[src/rtl/vec_mem_pkg.sv]
// vec_mem_pkg: shared types, constants and helpers for the vector
// load/store transfer controller (vec_mem_xfer_ctrl, vec_rd_capture).
//   xfer_state_t : transfer FSM state encoding
//   VEC_BURST_LEN, MEM_ADDR_W, ELEM_W : default geometry
//   elem_sel()   : pick element idx out of a packed vector
package vec_mem_pkg;

  localparam int VEC_BURST_LEN = 18;
  localparam int MEM_ADDR_W    = 19;
  localparam int ELEM_W        = 8;
  localparam int VEC_CNT_W     = $clog2(VEC_BURST_LEN + 1);

  typedef enum logic [1:0] {
    IDLE  = 2'd0,
    XFER  = 2'd1,
    DRAIN = 2'd2,
    DONE  = 2'd3
  } xfer_state_t;

  // Mux-style select keeps the index compare within the counter width.
  function automatic logic [ELEM_W-1:0] elem_sel(
    input logic [VEC_BURST_LEN*ELEM_W-1:0] vec,
    input logic [VEC_CNT_W-1:0]            idx
  );
    logic [ELEM_W-1:0] r;
    r = '0;
    for (int i = 0; i < VEC_BURST_LEN; i++) begin
      if (idx == VEC_CNT_W'(i)) r = vec[i*ELEM_W +: ELEM_W];
    end
    return r;
  endfunction

endpackage

[src/rtl/vec_mem_xfer_ctrl_vec_rd_capture.sv]
// vec_rd_capture: load-side capture path. Delays the read-beat strobe by
// RD_LAT cycles to line it up with mem_rdata, then writes each captured
// word into the next element of rdata_vec. Updates on the falling edge.
//   clk, rst   : clock (falling-edge active), async active-high reset
//   rd_beat    : read enable issued to memory this cycle
//   mem_rdata  : memory read data
//   rdata_vec  : packed result, element i at [i*DATA_W +: DATA_W]
module vec_rd_capture import vec_mem_pkg::*; #(
  parameter int DATA_W    = ELEM_W,
  parameter int BURST_LEN = VEC_BURST_LEN,
  parameter int RD_LAT    = 1
) (
  input  logic                        clk,
  input  logic                        rst,
  input  logic                        rd_beat,
  input  logic [DATA_W-1:0]           mem_rdata,
  output logic [BURST_LEN*DATA_W-1:0] rdata_vec
);

  localparam int CNT_W = $clog2(BURST_LEN + 1);
  localparam logic [CNT_W-1:0] CAP_LAST = CNT_W'(BURST_LEN - 1);

  logic             cap_vld;
  logic [CNT_W-1:0] cap_ptr;

  generate
    if (RD_LAT == 0) begin : g_no_lat
      assign cap_vld = rd_beat;
    end else begin : g_lat
      logic [RD_LAT-1:0] dly;
      always_ff @(negedge clk or posedge rst) begin
        if (rst) dly <= '0;
        else     dly <= (dly << 1) | RD_LAT'(rd_beat);
      end
      assign cap_vld = dly[RD_LAT-1];
    end
  endgenerate

  // Pointer wraps explicitly after the last element so every load starts at 0.
  always_ff @(negedge clk or posedge rst) begin
    if (rst) begin
      cap_ptr   <= '0;
      rdata_vec <= '0;
    end else if (cap_vld) begin
      cap_ptr <= (cap_ptr == CAP_LAST) ? '0 : cap_ptr + CNT_W'(1);
      for (int i = 0; i < BURST_LEN; i++) begin
        if (cap_ptr == CNT_W'(i)) rdata_vec[i*DATA_W +: DATA_W] <= mem_rdata;
      end
    end
  end

endmodule

[src/rtl/vec_mem_xfer_ctrl.sv]
// vec_mem_xfer_ctrl: vector load/store burst controller feeding the memory
// address sequencer. One start runs BURST_LEN beats with the selected enable
// held high and mem_addr fixed at the captured base; the sequencer does the
// address increment. All state changes on the falling edge of clk.
//   start/is_store/base_addr/wdata_vec : request, captured in IDLE
//   busy, done                         : status (done is a 1-cycle pulse)
//   mem_read_enable/mem_write_enable   : sequencer enables
//   mem_addr, mem_wdata, mem_rdata     : memory side
//   rdata_vec                          : load result
// Optional macro VEC_XFER_BOUNDS_CHECK_EN adds output err and rejects bursts
// whose last element would run past the top of the address space.
//
// state | meaning
// IDLE  | waiting for start, mem_addr follows base_addr
// XFER  | BURST_LEN beats, enable high
// DRAIN | load only, RD_LAT cycles to capture in-flight read data
// DONE  | one-cycle done pulse, enables low
module vec_mem_xfer_ctrl import vec_mem_pkg::*; #(
  parameter int DATA_W    = ELEM_W,
  parameter int ADDR_W    = MEM_ADDR_W,
  parameter int BURST_LEN = VEC_BURST_LEN,
  parameter int RD_LAT    = 1
) (
  input  logic                        clk,
  input  logic                        rst,
  input  logic                        start,
  input  logic                        is_store,
  input  logic [ADDR_W-1:0]           base_addr,
  input  logic [BURST_LEN*DATA_W-1:0] wdata_vec,
  output logic [BURST_LEN*DATA_W-1:0] rdata_vec,
  output logic                        busy,
  output logic                        done,
  output logic                        mem_read_enable,
  output logic                        mem_write_enable,
  output logic [ADDR_W-1:0]           mem_addr,
  output logic [DATA_W-1:0]           mem_wdata,
`ifdef VEC_XFER_BOUNDS_CHECK_EN
  output logic                        err,
`endif
  input  logic [DATA_W-1:0]           mem_rdata
);

  localparam int CNT_W = $clog2(BURST_LEN + 1);
  localparam logic [CNT_W-1:0] BEAT_LAST  = CNT_W'(BURST_LEN - 1);
  localparam logic [CNT_W-1:0] DRAIN_LAST = CNT_W'((RD_LAT > 0) ? RD_LAT - 1 : 0);

  xfer_state_t                 state;
  logic [CNT_W-1:0]            beat;
  logic                        store_q;
  logic [ADDR_W-1:0]           base_q;
  logic [BURST_LEN*DATA_W-1:0] wdata_q;
  logic                        reject;

`ifdef VEC_XFER_BOUNDS_CHECK_EN
  logic [ADDR_W:0] last_addr;
  logic            err_q;

  // Carry into bit ADDR_W means the last element lies past the address space.
  assign last_addr = {1'b0, base_addr} + (ADDR_W+1)'(BURST_LEN - 1);
  assign reject    = last_addr[ADDR_W];

  always_ff @(negedge clk or posedge rst) begin
    if (rst) err_q <= 1'b0;
    else     err_q <= (state == IDLE) && start && reject;
  end
  assign err = err_q;
`else
  assign reject = 1'b0;
`endif

  always_ff @(negedge clk or posedge rst) begin
    if (rst) begin
      state   <= IDLE;
      beat    <= '0;
      store_q <= 1'b0;
      base_q  <= '0;
      wdata_q <= '0;
    end else begin
      case (state)
        IDLE: if (start) begin
          store_q <= is_store;
          base_q  <= base_addr;
          wdata_q <= wdata_vec;
          beat    <= '0;
          state   <= reject ? DONE : XFER;
        end
        XFER: if (beat == BEAT_LAST) begin
          beat  <= '0;
          state <= (!store_q && RD_LAT > 0) ? DRAIN : DONE;
        end else begin
          beat <= beat + CNT_W'(1);
        end
        DRAIN: if (beat == DRAIN_LAST) begin
          beat  <= '0;
          state <= DONE;
        end else begin
          beat <= beat + CNT_W'(1);
        end
        DONE:    state <= IDLE;
        default: state <= IDLE;
      endcase
    end
  end

  // Decoded straight from state so an async reset drops the enables at once.
  assign mem_write_enable = (state == XFER) && store_q;
  assign mem_read_enable  = (state == XFER) && !store_q;
  assign busy             = (state == XFER) || (state == DRAIN);
  assign done             = (state == DONE);
  assign mem_addr         = (state == IDLE) ? base_addr : base_q;
  assign mem_wdata        = mem_write_enable ? elem_sel(wdata_q, beat) : '0;

  vec_rd_capture #(
    .DATA_W    (DATA_W),
    .BURST_LEN (BURST_LEN),
    .RD_LAT    (RD_LAT)
  ) u_rd_capture (
    .clk       (clk),
    .rst       (rst),
    .rd_beat   (mem_read_enable),
    .mem_rdata (mem_rdata),
    .rdata_vec (rdata_vec)
  );

endmodule

[config.mk]
export PLATFORM = sky130hd
export DESIGN_NAME = vec_mem_xfer_ctrl
export DESIGN_NICKNAME = d
export VERILOG_FILES = /design/src/rtl/vec_mem_pkg.sv /design/src/rtl/vec_mem_xfer_ctrl_vec_rd_capture.sv /design/src/rtl/vec_mem_xfer_ctrl.sv
export SDC_FILE = /design/constraint.sdc
export NUM_CORES = 1
export LEC_CHECK = 0
export CAP_MARGIN = 20
export CELL_PAD_IN_SITES_DETAIL_PLACEMENT = 0
export CELL_PAD_IN_SITES_GLOBAL_PLACEMENT = 1
export CORE_MARGIN = 2
export CORE_UTILIZATION = 40
export CTS_CLUSTER_SIZE = 40
export DETAILED_ROUTE_END_ITERATION = 10
export HOLD_SLACK_MARGIN = 0.1
export PLACE_DENSITY_LB_ADDON = 0.3
export SETUP_SLACK_MARGIN = 0.05
export SLEW_MARGIN = 20
export SYNTH_ARGS = -nofsm -noshare
export SYNTH_HDL_FRONTEND = slang
export SYNTH_SLANG_ARGS = --single-unit
[constraint.sdc]
create_clock -name clk -period 14.75 [get_ports clk]
set_input_delay 2.95 -clock clk [delete_from_list [all_inputs] [get_ports clk]]
set_output_delay 2.95 -clock clk [all_outputs]
set_load 0.03 [all_outputs]
## Word level (Yosys, flattened, before mapping)

Index checks and enable logic that the tools add are counted.

| word-level totals | value |
|---|---|
| bits in registers | 321 |
| memory bits (writable) | 0 |
| logic and storage cells | 126 |
| latch bits | 0 |
| bits of input ports | 175 |
| ROM bits | 0 |
| output and inout port bits | 175 |
| memories kept | 0 |

| operators by class | value |
|---|---|
| magnitude comparators | 0 |
| multiplexer cells | 30 |
| eq/ne operators | 40 |
| multiply operators | 0 |
| add/sub/neg operators | 2 |
| bitwise logic cells | 0 |
| reduce and logical (&&, ||, !) cells | 29 |
| shift operators | 0 |
| div/mod/pow operators | 0 |

Operators by type and width:

| cell | number |
|---|---|
| $mux W8 | 19 |
| $eq A5 B4 Y1 const B | 16 |
| $eq A5 B3 Y1 const B | 8 |
| $reduce_and A2 Y1 | 20 |
| $eq A5 B2 Y1 const B | 4 |
| $eq A5 B5 Y1 const B | 4 |
| $mux W5 | 4 |
| $mux W19 | 1 |
| $pmux W5 S3 | 1 |
| $add A5 B1 Y5 const B | 2 |
| $eq A5 B1 Y1 const B | 2 |
| $logic_not A5 Y1 | 2 |
| $pmux W2 S4 | 1 |
| $mux W2 | 3 |
| $eq A2 B2 Y1 const B | 2 |
| $ne A2 B2 Y1 const B | 2 |
| $reduce_and A3 Y1 | 1 |
| $reduce_bool A3 Y1 | 1 |
| $eq A2 B1 Y1 const B | 1 |
| $logic_and A1 B1 Y1 | 2 |
| $logic_not A2 Y1 | 1 |
| $ne A2 B1 Y1 const B | 1 |
| $logic_not A1 Y1 | 1 |
| $logic_or A1 B1 Y1 | 1 |
| $mux W1 | 1 |

## Logic depth before layout (Yosys ltp)

| depth | value |
|---|---|
| depth in word-level cells | 20 |
| depth in mapped cells | 11 |
| gate-level depth less buffers | 8 |

## By module

A second synthesis with hierarchy kept.

| second synthesis, totals | value |
|---|---|
| cell total of the unflattened synthesis | 1116 |
| area total of the unflattened synthesis | 14754.2 um^2 |

By module, submodules not included:

| module | times used | seq. area each (um^2) | cells an instance | area an instance (um^2) |
|---|---|---|---|---|
| vec_mem_xfer_ctrl | 1 | 4279.1 | 753 | 8804.7 |
| vec_rd_capture | 1 | 3753.6 | 363 | 5949.5 |

==> results_dict.tcl <==
set metrics [dict create \
    netlist_area_um2 14300 \
    finClkSkew_ns 0.00480 \
    fp.dieW_um 193 \
    drt-initial-drc-count 427 \
    p_total_mw 3.97 \
    start_kind "register" \
    grt_pass1_wl_um 59900 \
    p_leak_nw 7.98 \
    ant_nets 0 \
    final-hold-violation-count 0 \
    synth_top_flop_cell "dfrtn_1" \
    via_count 10000 \
    drv_cap 0 \
    worst_ep_arrival_time_ns 11.56 \
    status "finished, final reports clean" \
    firstDrtPassIters 5 \
    cts_root_buf "clkbuf_16" \
    coreArea_um2 35400 \
    yosys.area_share.simple 0.0547 \
    synth_compound_area_frac 0.0836 \
    die_height_um 193 \
    setup_tns_ns 0 \
    final_cell_mix "349 x clkdlybuf4s50_1, 328 x mux2_2, 321 x dfrtn_1" \
    syn2layout_area_growth_pct 35.9 \
    final_common_cell "clkdlybuf4s50_1" \
    cts.sinks 321 \
    ios 350 \
    synth_mux_area_frac 0.259 \
    h-tree-depth 2 \
    hp-class "reg -> reg" \
    routed_wl_um 39900 \
    routed_via_density 5.34 \
    fillCellCount 3043 \
    synthCells 1062 \
    drc 0 \
    synthesis.nets 1251 \
    crit_fanout 18 \
    min_from "base_q[0]" \
    synth_xor_area_frac 0.000613 \
    worstHoldPathCells 1 \
    cts_buffer_depth 3 \
    rows 69 \
    hpwl_um 28800 \
    overflow 0 \
    grt_pass1_vias 10200 \
    initial_utilization 0.403 \
    portBuffers 349 \
    synth-seq-cells 321 \
    nets 1585 \
    place.gp.congestion 0.847 \
    drive_above_1_share 0.288 \
    crit_start "beat[0]" \
    required_ns 11.80 \
    path_clk_slew_ns 0.04 \
    cts_tree "yes" \
    grt_max_degree 155 \
    antenna_found_initial 1 \
    crit_path_end_kind "output port" \
    synthArstFlopShare 1.00 \
    synth-adder-area-share 0.0123 \
    synth_top_family_by_area "multiplexers" \
    grt_usage 0.210 \
    worst_ir_drop_vdd_mv 0.123 \
    slew_violations 0 \
    crit_type "reg -> out" \
    tightestPinTransition_ns 1.05 \
    rsz0062_at_grt "false" \
    wl_per_cell_um 21.2 \
    cts_made_buffers 36 \
    holdPathEnd "base_q[0]" \
    reg2reg_depth 5 \
    yosys_warnings 0 \
    max-slew-margin-rel 0.298 \
    setup_viol_count_final 0 \
    ys_types 68 \
    synth_edf_count 0 \
    seq_area_frac_synth 0.563 \
    cts_setup_buffers 0 \
    syn_avg_cell_area_um2 13.4 \
    ff2ff_setup_slack_ns 12.06 \
    dieArea_um2 37200 \
    hold_buffers 0 \
    ctsResizeCount 0 \
    p_per_area_nw_per_um2 205 \
    insertion_delay_ns 0.52 \
    regToRegStartpoint "state[0]" \
    r2r-end "base_q[6]" \
]
-- routing by layer --
metal  vias to the layer above  part of all wire  GRT usage
met2                       349              0.48      0.354
li1                       4576                 -          -
met3                        69             0.068     0.0472
met5                         -                 0          0
met4                         0             0.028     0.0656
met1                      5054              0.42      0.269
-- critical path, cell delays in order (launching register included) --
cell and delay [ns]:
dfrtn_1 0.49, ha_1 0.52, and3_1 0.24, ha_1 0.55, nor2b_1 0.10, a221o_1 0.39
a2111oi_1 0.54, nor3_1 0.18, clkdlybuf4s50_1 0.65
-- sequential cells by signal, summed over array words and instances (netlist names) --
register	count
u_rd_capture.cap_vld	1
wdata_q	144
state	2
store_q	1
base_q	19
u_rd_capture.rdata_vec	144
u_rd_capture.cap_ptr	5
beat	5
-- per-stage QoR --
step | area (µm²) | util | setup WS [ns] | hold WS [ns] | instances
final | 19400 | 0.548 | 0.240 | 0.445 | 1883
after global routing | 19400 | 0.548 | 0.0638 | 0.455 | 1882
after CTS | 19400 | 0.548 | 0.0702 | 0.449 | 1882
after detailed placement | 18200 | 0.515 | 0.669 | 0.447 | 1819
after global placement | 18200 | 0.515 | 0.660 | 0.440 | 1819
after floorplan | 14300 | - | 0.312 | 0.431 | 1062
-- logic make-up after synthesis --
group	Yosys count
AO/OA/AOI/OAI	163
XOR/XNOR	1
adder cells (fa/ha/maj)	14
buffers and inverters	98
flip-flops	321
multiplexers	329
AND/OR/NAND/NOR	136
-- worst max path at each step --
| stage | end | depth (start not counted) |
|---|---|---|
| after floorplan | base_q[0] | 1 |
| after global placement | mem_wdata[6] | 8 |
| after detailed placement | mem_wdata[6] | 8 |
| after CTS | mem_wdata[6] | 7 |
| after global routing | mem_wdata[6] | 8 |
| final | mem_wdata[6] | 8 |
-- cell type report --
cell class | instances | area, µm² | area share
antenna | 1 | 2.50 | 0.000129
timing repair buffer | 364 | 3640 | 0.188
inverter | 30 | 120 | 0.00619
sequential | 321 | 8030 | 0.414
tap | 461 | 577 | 0.0297
clock inverter | 9 | 83.8 | 0.00432
clock buffer | 54 | 1060 | 0.0546
multi-input combinational | 643 | 5880 | 0.303
-- where the power goes --
part           internal, mW  switching [mW]  total [mW]
clock                 0.515           0.357       0.872
sequential             1.27           0.229        1.50
combinational         0.786           0.811        1.60
-- synth_stat cells (all sizes together) (8+ instances only) --
| master | n | area share |
|---|---|---|
| a221oi | 8 | 0.0049 |
| nor2b | 11 | 0.0048 |
| a21oi | 28 | 0.010 |
| inv | 28 | 0.0074 |
| nand2 | 46 | 0.012 |
| dfrtn | 321 | 0.56 |
| nand2b | 9 | 0.0039 |
| nor2 | 19 | 0.0050 |
| mux2 | 328 | 0.26 |
| clkbuf | 52 | 0.014 |
| o22ai | 8 | 0.0035 |
| ha | 14 | 0.012 |
| o221ai | 11 | 0.0067 |
| a211oi | 10 | 0.0053 |
| o21ai | 25 | 0.0088 |
| buf | 16 | 0.0053 |
(Power assumes the default switching activity.)
